**config.mk**
```make
export PLATFORM = sky130hd
export DESIGN_NAME = inst_loader
export DESIGN_NICKNAME = d
export VERILOG_FILES = /design/src/rtl/loader_pkg.sv /design/src/rtl/inst_loader_byte_packer.sv /design/src/rtl/inst_loader.sv
export SDC_FILE = /design/constraint.sdc
export NUM_CORES = 1
export LEC_CHECK = 0
export CORE_AREA = 8 8 277 279
export CTS_CLUSTER_DIAMETER = 40
export DETAILED_ROUTE_END_ITERATION = 12
export DIE_AREA = 0 0 285 287
export MAX_ROUTING_LAYER = met4
export RECOVER_POWER = 25
export SYNTH_ARGS = -nofsm -noshare
export SYNTH_HDL_FRONTEND = slang
export SYNTH_SLANG_ARGS = --single-unit
```
**constraint.sdc**
```tcl
create_clock -name clk -period 4 [get_ports clk]
set_clock_uncertainty 0.2 [all_clocks]
set_input_delay 0.4 -clock clk [delete_from_list [all_inputs] [get_ports clk]]
set_output_delay 0.4 -clock clk [all_outputs]
set_load 0.01 [all_outputs]
```
**src/rtl/loader_pkg.sv**
```systemverilog
// Shared types and constants for the boot-time instruction loader.
package loader_pkg;

    localparam int INST_W = 20;

    localparam logic [1:0]        OP_HALT   = 2'b11;
    localparam logic [INST_W-1:0] HALT_INST = {OP_HALT, 18'h0};

    typedef enum logic [2:0] {
        IDLE,
        COLLECT,
        BURST,
        RUN,
        DONE,
        ERROR
    } state_t;

endpackage

```
**src/rtl/inst_loader_byte_packer.sv**
```systemverilog
// Packs three big-endian stream bytes into one instruction word and flags a
// first byte whose upper nibble is not zero.
module inst_byte_packer
    import loader_pkg::*;
(
    input  logic              clk,
    input  logic              rst,
    input  logic              clear,
    input  logic              byte_valid,
    input  logic [7:0]        byte_data,
    output logic              word_valid,
    output logic [INST_W-1:0] word,
    output logic              bad_nibble
);

    logic [1:0] phase;
    logic [3:0] hi_nib;
    logic [7:0] mid_byte;

    // NOTE: registered state is always written with <=, so every flop samples
    // the pre-edge value of its neighbours regardless of statement order.
    always_ff @(posedge clk or negedge rst) begin
        if (!rst) begin
            phase    <= 2'd0;
            hi_nib   <= 4'h0;
            mid_byte <= 8'h00;
        end else if (clear) begin
            phase <= 2'd0;
        end else if (byte_valid) begin
            unique case (phase)
                2'd0: begin
                    hi_nib <= byte_data[3:0];
                    phase  <= 2'd1;
                end
                2'd1: begin
                    mid_byte <= byte_data;
                    phase    <= 2'd2;
                end
                default: phase <= 2'd0;
            endcase
        end
    end

    // The third byte completes the word on the same edge it is accepted.
    assign word_valid = byte_valid && (phase == 2'd2);
    assign word       = {hi_nib, mid_byte, byte_data};
    assign bad_nibble = byte_valid && (phase == 2'd0) && (byte_data[7:4] != 4'h0);

endmodule

```
**src/rtl/inst_loader.sv**
```systemverilog
// Boot loader: collects a counted byte stream into a local program buffer,
// bursts it into the CPU instruction memory, then supervises the CPU run.
module inst_loader
    import loader_pkg::*;
#(
    parameter int DEPTH       = 32,
    parameter int RUN_TIMEOUT = 1024
) (
    input  logic              clk,
    input  logic              rst,
    input  logic [7:0]        s_data,
    input  logic              s_valid,
    output logic              s_ready,
    output logic              cpu_rst_n,
    output logic              inst_mem_read_write,
    output logic [INST_W-1:0] input_inst,
    input  logic              cpu_halted,
    output logic              busy,
    output logic              done,
    output logic              err
);

    localparam int AW = $clog2(DEPTH);
    localparam int IW = AW + 1;
    localparam int TW = (RUN_TIMEOUT > 0) ? $clog2(RUN_TIMEOUT + 1) : 1;
    localparam logic [TW-1:0] T_LAST = (RUN_TIMEOUT > 0) ? TW'(RUN_TIMEOUT - 1) : '0;
    localparam logic [TW-1:0] T_SAT  = TW'(RUN_TIMEOUT);

    state_t            state;
    logic [IW-1:0]     count;
    logic [IW-1:0]     idx;
    logic [IW-1:0]     k;
    logic [TW-1:0]     run_cnt;
    logic [INST_W-1:0] inst_buf [DEPTH];

    logic              accept;
    logic              count_ok;
    logic              timeout_hit;
    logic              go_error;
    logic              word_valid;
    logic [INST_W-1:0] word;
    logic              bad_nibble;

    assign accept      = s_valid && s_ready;
    assign count_ok    = (s_data != 8'd0) && (s_data <= 8'(DEPTH));
    assign timeout_hit = (RUN_TIMEOUT != 0) && (run_cnt == T_LAST);

    inst_byte_packer u_packer (
        .clk        (clk),
        .rst        (rst),
        .clear      (state != COLLECT),
        .byte_valid (accept && (state == COLLECT)),
        .byte_data  (s_data),
        .word_valid (word_valid),
        .word       (word),
        .bad_nibble (bad_nibble)
    );

    // NOTE: the default assignment up front keeps this block purely
    // combinational; leaving go_error unassigned on any path infers a latch.
    always_comb begin
        go_error = 1'b0;
        unique case (state)
            IDLE, DONE: go_error = accept && !count_ok;
            COLLECT:    go_error = bad_nibble;
            RUN:        go_error = !cpu_halted && timeout_hit;
            default:    go_error = 1'b0;
        endcase
    end

    // NOTE: the program buffer is plain storage with no reset; its contents
    // are rewritten before use, so a reset here would only cost area.
    always_ff @(posedge clk) begin
        if (word_valid) begin
            inst_buf[idx[AW-1:0]] <= word;
        end
    end

    always_ff @(posedge clk or negedge rst) begin
        if (!rst) begin
            state               <= IDLE;
            s_ready             <= 1'b1;
            cpu_rst_n           <= 1'b0;
            inst_mem_read_write <= 1'b1;
            input_inst          <= '0;
            busy                <= 1'b0;
            done                <= 1'b0;
            err                 <= 1'b0;
            count               <= '0;
            idx                 <= '0;
            k                   <= '0;
            run_cnt             <= '0;
        end else if (go_error) begin
            state               <= ERROR;
            err                 <= 1'b1;
            s_ready             <= 1'b0;
            cpu_rst_n           <= 1'b0;
            inst_mem_read_write <= 1'b1;
            input_inst          <= '0;
            busy                <= 1'b0;
            done                <= 1'b0;
        end else begin
            unique case (state)
                IDLE, DONE: begin
                    if (accept) begin
                        done      <= 1'b0;
                        cpu_rst_n <= 1'b0;
                        busy      <= 1'b1;
                        count     <= s_data[IW-1:0];
                        idx       <= '0;
                        state     <= COLLECT;
                    end
                end
                COLLECT: begin
                    if (word_valid) begin
                        idx <= idx + IW'(1);
                        if (idx + IW'(1) == count) begin
                            // A one-instruction program is still being written this edge.
                            input_inst          <= (idx == '0) ? word : inst_buf[0];
                            s_ready             <= 1'b0;
                            cpu_rst_n           <= 1'b1;
                            inst_mem_read_write <= 1'b0;
                            k                   <= IW'(1);
                            state               <= BURST;
                        end
                    end
                end
                BURST: begin
                    if (k == IW'(DEPTH)) begin
                        inst_mem_read_write <= 1'b1;
                        input_inst          <= '0;
                        run_cnt             <= '0;
                        state               <= RUN;
                    end else begin
                        input_inst <= (k < count) ? inst_buf[k[AW-1:0]] : HALT_INST;
                        k          <= k + IW'(1);
                    end
                end
                RUN: begin
                    if (cpu_halted) begin
                        done    <= 1'b1;
                        busy    <= 1'b0;
                        s_ready <= 1'b1;
                        state   <= DONE;
                    end else if (run_cnt != T_SAT) begin
                        run_cnt <= run_cnt + TW'(1);
                    end
                end
                ERROR: state <= ERROR;
                default: state <= ERROR;
            endcase
        end
    end

endmodule

```
# ---- Yosys cells after proc, flatten, opt, wreduce, memory -nomap -nowiden
# Memory sizes are Yosys's and may differ from the RTL's.
# Cells that the tools add are included.
dict set report word_totals {
  register_bits 72
  mem_count 1
  ram_bits 640
  elab_cells 132
  input_bits 12
}
# name words width read_ports rd_ports_with_merged_regs wr line
set memory_table {}
lappend memory_table {inst_buf 32 20 2 0 1 inst_loader.sv:34} ;# logic [INST_W-1:0] inst_buf [DEPTH];
dict set report classes {
  magnitude_cmp 2
  add_sub_neg 3
  bitwise 2
  n_reduce_logical 36
  muxes 50
  n_eq_ne 23
}
# operator count
set ops {}
lappend ops {{$mux 20} 6}
lappend ops {{$pmux 20 s2} 1}
lappend ops {{$mux 11} 3}
lappend ops {{$mux 6} 5}
lappend ops {{$pmux 6 s2} 2}
lappend ops {{$pmux 11 s2} 1}
lappend ops {{$mux 3} 6}
lappend ops {{$mux 1} 16}
lappend ops {{$reduce_and 4->1} 4}
lappend ops {{$reduce_and 3->1} 5}
lappend ops {{$reduce_and 5->1} 3}
lappend ops {{$add 6x1->6 const B} 2}
lappend ops {{$pmux 3 s4} 1}
lappend ops {{$reduce_bool 3->1} 4}
lappend ops {{$add 11x1->11 const B} 1}
lappend ops {{$eq 11x10->1 const B} 1}
lappend ops {{$ne 11x11->1 const B} 1}
lappend ops {{$ne 2x2->1 const B} 5}
lappend ops {{$pmux 1 s2} 5}
lappend ops {{$ne 3x3->1 const B} 3}
lappend ops {{$le 8x6->1 const B} 1}
lappend ops {{$logic_and 1x1->1} 8}
lappend ops {{$reduce_bool 2->1} 4}
lappend ops {{$reduce_bool 8->1} 1}
lappend ops {{21 further kinds} 27}

# ---- Longest topological paths before layout
dict set report depth {
  ltp_word 7
  depth_mapped 13
  depth_no_buf 8
}

# ---- By module
# From an unflattened synthesis, not the netlist that was laid out.
dict set report hier_totals {
  hier_cells 1607
  hier_area_um2 28687.5
}
# module instances cells_per_inst seq_area_each_um2 area_each_um2
set by_module_without_submodules {}
lappend by_module_without_submodules {inst_loader 1 1561 20672.3 28003.1}
lappend by_module_without_submodules {inst_byte_packer 1 46 350.3 684.4}

# ---- Worst setup path after synthesis
# OpenSTA, ideal clock, no wires.
dict set report synth_path {
  path_kind {register to register}
  from {reg k[0]}
  to {reg input_inst[7]}
  slack_ps 654
  setup_time_ps 104
  arrival_ps 3042
  path_buffers 6
  stages_incl_launch_ff 14
  cell_sequence {dfrtp_1 buf_2 buf_2 buf_2 clkbuf_1 inv_1 buf_2 ha_1 nand4_1 nand2_1 a211oi_2 clkbuf_1 nand3_1 a221oi_1}
}
dict set report synth_via {
  elab_chain_len 5
}
# item line
set synth_rtl {}
lappend synth_rtl {{from (decl)} inst_loader.sv:32} ;# logic [IW-1:0] k;
lappend synth_rtl {{from (signal assigned)} inst_loader.sv:136} ;# k <= k + IW'(1);
lappend synth_rtl {{$mem_v2 32x20 or $lt 6x6->1 (tied branches)} n/a}
lappend synth_rtl {{$mux 20} inst_loader.sv:135} ;# input_inst <= (k < count) ? inst_buf[k[AW-1:0]] : HALT_INST;
lappend synth_rtl {{$mux 20 (*)} inst_loader.sv:129} ;# if (k == IW'(DEPTH)) begin
lappend synth_rtl {{$pmux 20 s2 (*)} inst_loader.sv:103} ;# unique case (state)
lappend synth_rtl {{$mux 20 (*)} inst_loader.sv:93} ;# end else if (go_error) begin
lappend synth_rtl {{to (signal assigned)} inst_loader.sv:119} ;# input_inst <= (idx == '0) ? word : inst_buf[0];
lappend synth_rtl {{to (signal assigned)} inst_loader.sv:135}
lappend synth_rtl {{to (decl)} inst_loader.sv:16} ;# output logic [INST_W-1:0] input_inst,
# Mark *: on every way between the ends. The rest lies on a longest branch, timed or not.
# A chain may end at the register's enable or synchronous reset.

# ---- Final worst setup path
dict set report layout_path {
  from {reg state[0]}
  to {mem inst_buf[12][2] (enable)}
}
dict set report layout_via {
  elab_chain_len 5
}
# item line
set layout_rtl {}
lappend layout_rtl {{from (decl)} inst_loader.sv:29} ;# state_t state;
lappend layout_rtl {{from (signal assigned)} inst_loader.sv:81} ;# state <= IDLE;
lappend layout_rtl {{from (signal assigned)} inst_loader.sv:94} ;# state <= ERROR;
lappend layout_rtl {{from (signal assigned)} inst_loader.sv:111} ;# state <= COLLECT;
lappend layout_rtl {{$eq 3x1->1} inst_loader.sv:52} ;# .byte_valid (accept && (state == COLLECT)),
lappend layout_rtl {{$logic_and 1x1->1} inst_loader.sv:52}
lappend layout_rtl {{$logic_and 1x1->1} inst_loader_byte_packer.sv:45} ;# assign word_valid = byte_valid && (phase == 2'd2);
lappend layout_rtl {{$mux 1} inst_loader.sv:74} ;# if (word_valid) begin
lappend layout_rtl {{$mux 1 (not written as such)} inst_loader.sv:75} ;# inst_buf[idx[AW-1:0]] <= word;
lappend layout_rtl {{to (decl)} inst_loader.sv:34}
# Every way passes these cells.

==> flow_metrics.tcl <==
set metrics [dict create \
    status "complete, but fails checks" \
    failed_checks "max-capacitance violations, max-slew violations" \
    synth_top_area_share_pct 67.3 \
    synthFlopType "edfxtp_1" \
    yosys-top-cells-area "edfxtp_1 67%, mux4_2 11%, dfrtp_1 6.1%" \
    p_leak_nw 12.1 \
    vias 15000 \
    dieWidth_um 285 \
    rows 99 \
    io_buffers 37 \
    grt_setup_unrepaired "false" \
    grt_pass1_wl_um 105000 \
    drive_gt1_share_pct 28.3 \
    gp_congestion 0.821 \
    grtUsageTotal_pct 17.6 \
    grt_remaining_overflow 0 \
    synth_area_sq_um 28600 \
    crit_required_ns 4.12 \
    antenna_found_initial 1 \
    cp_max_fo 14 \
    cts_setup_buffers 0 \
    drt.antenna.violating_nets 0 \
    comb_power_share_pct 0.6 \
    yosys.cell_count.top_type "edfxtp_1" \
    period_minus_slack_ns 3.29 \
    path_clk_slew_ns 0.05 \
    synth_nets 1520 \
    drc_errors 0 \
    powerDensity_nw_per_um2 495 \
    crit_type "reg -> reg" \
    ys_warn_count 0 \
    slew_headroom_pct -53.1 \
    p_sw_share_pct 21.2 \
    num_io_pins 38 \
    grt_pass1_vias 15400 \
    slew_viol_final 358 \
    hold_ws_ns 0.283 \
    die_y_um 287 \
    worst_slew_pin_slew_ns 2.30 \
    dr.pass1.iters 7 \
    cts_tree "built" \
    ir_worst_vdd_uv 476 \
    initial_core_util_pct 39.5 \
    cts_buffers 99 \
    arrival_ns 3.40 \
    viasPerCell 5.58 \
    cts.sinks 712 \
    clkLatencyLatePin_ns 0.64 \
    regArea_sq_um 21000 \
    num-fill-cells 6109 \
    synth-seq-area-share_pct 73.6 \
    synth_common_cells "640 x edfxtp_1, 144 x mux4_2, 97 x mux2i_1" \
    dp_hpwl_um 42500 \
    place_area_sq_um 30600 \
    fin_area_sq_um 33900 \
    multi_input_area_sq_um 7200 \
    htreeDepth 3 \
    p_clk_share_pct 51.5 \
    synthArstFlopShare_pct 10.1 \
    cp-start-kind "register" \
    drt-initial-drc-count 1356 \
    max_freq_mhz 304 \
    yosys.cell_types.count 67 \
    synth.avg_cell_area_sq_um 19.1 \
    fin_nets 1665 \
    seqPwrFrac_pct 47.9 \
    finalWirelength_um 70600 \
    finalSetupViolCount 0 \
    fin_tns_setup_ns 0 \
    switchingPower_w 0.00355 \
    yosysTopAreaCell "edfxtp_1" \
    hold_viol_final 0 \
    syn_inst 1495 \
    die_area_sq_um 81800 \
    grt_max_degree 73 \
    cts_root_buffer "clkbuf_16" \
    ys_ff_latch 712 \
    core-area_sq_um 72300 \
    internal_power_w 0.0132 \
    syn_to_final_growth_pct 18.9 \
    drv_cap 10 \
    cts_max_path_buffers 3 \
    endpoint_kind "register" \
    antenna_cells 0 \
    finalCritPeriodShare_pct 82.1 \
    synth_edf_count 640 \
    wl_per_cell_um 26.3 \
    hold_class "reg -> reg" \
]
==> final cells by class <==
| cell class | instances | area share (%) |
|---|---|---|
| tap | 959 | 3.54 |
| clock buffer | 108 | 7.62 |
| multi-input combinational | 685 | 21.2 |
| timing repair buffer | 124 | 3.23 |
| sequential | 712 | 62.0 |
| inverter | 18 | 0.206 |
| clock inverter | 77 | 2.22 |
==> through the flow <==
| step | power [W] | util, % | std cells | setup slack [ns] |
|---|---|---|---|---|
| 2_1_floorplan | 0.00820 | - | 1495 | 0.654 |
| 4_1_cts | 0.0169 | 47.0 | 2683 | 0.766 |
| 3_3_place_gp | 0.00829 | 42.4 | 2497 | 0.566 |
| 6_report | 0.0168 | 46.9 | 2683 | 0.714 |
| 3_5_place_dp | 0.00830 | 42.4 | 2497 | 0.521 |
| 5_1_grt | 0.0173 | 46.9 | 2683 | 0.528 |
==> sequential cells by signal (all words and copies together) (netlist names), 2 cells and up <==
signal / flops
input_inst: 20
run_cnt: 11
u_packer.hi_nib: 4
state: 3
inst_buf: 640
idx: 6
u_packer.phase: 2
k: 6
u_packer.mid_byte: 8
count: 6
==> worst max-delay path: stages, from the launching register on <==
cell and delay [ns]:
dfrtp_1 0.54, or3b_1 0.54, nor3_2 0.46, nand2_1 0.42, nor2_2 0.45, buf_4 0.34
==> cell usage in the layout (no fill, tap or decap), types with 34 or more instances in the layout <==
master / count
a22oi_1: 43
nor2_2: 34
buf_4: 63
nor2_1: 48
mux2_2: 40
mux4_2: 144
dfrtp_1: 68
o21ai_0: 36
edfxtp_1: 640
clkbuf_16: 102
mux2i_1: 97
nand2_1: 48
==> power by group through the flow <==
stage	registers, W	logic, W	clock network, W
floorplan	0.00819	0.00000915	0
global placement	0.00819	0.000101	0
detailed placement	0.00819	0.000105	0
CTS	0.00804	0.000105	0.00878
global route	0.00804	0.000105	0.00911
finish	0.00804	0.0000967	0.00864
==> path summary, 6_finish.rpt <==
check | to | from | cells past startpoint | slack, ns
max | inst_buf[12][2]$_DFFE_PP_ | state[0]$_DFFE_PN0P_ | 5 | 0.71
max reg2reg | inst_buf[12][2]$_DFFE_PP_ | state[0]$_DFFE_PN0P_ | 5 | 0.71
min in group asynchronous | run_cnt[3]$_DFFE_PN0P_ | rst | 2 | 0.29
max in group asynchronous | k[1]$_DFFE_PN0P_ | rst | 2 | 2.58
min | err$_DFFE_PN0N_ | err$_DFFE_PN0N_ | 1 | 0.28
min reg2reg | err$_DFFE_PN0N_ | err$_DFFE_PN0N_ | 1 | 0.28
==> layer usage <==
| layer | global-route usage, % | routed length (um) | vias up | share of wire [%] |
|---|---|---|---|---|
| met3 | 2.44 | 4040 | 101 | 5.7 |
| met5 | - | 0 | - | 0 |
| met4 | 5.26 | 1780 | 0 | 2.5 |
| met2 | 28.8 | 35000 | 505 | 50 |
| met1 | 23.1 | 29800 | 7905 | 42 |
| li1 | - | - | 6451 | - |
==> cell families (layout without fill, tap and decap cells) <==
group | count (synthesis) | after routing | share of synthesized area (%)
buffers and inverters | 98 | 327 | 1.45
multiplexers | 281 | 281 | 16.3
flip-flops | 712 | 712 | 73.6
AO/OA/AOI/OAI | 166 | 166 | 4.10
adder cells (fa/ha/maj) | 13 | 13 | 0.570
AND/OR/NAND/NOR | 216 | 216 | 3.64
XOR/XNOR | 9 | 9 | 0.276
==> what timing repair did <==
item,CTS,global route
hold buffers,1,0
gates resized for setup,0,0
endpoints found under the hold margin,70,0
Note: power is estimated with default switching activity, not from simulation.
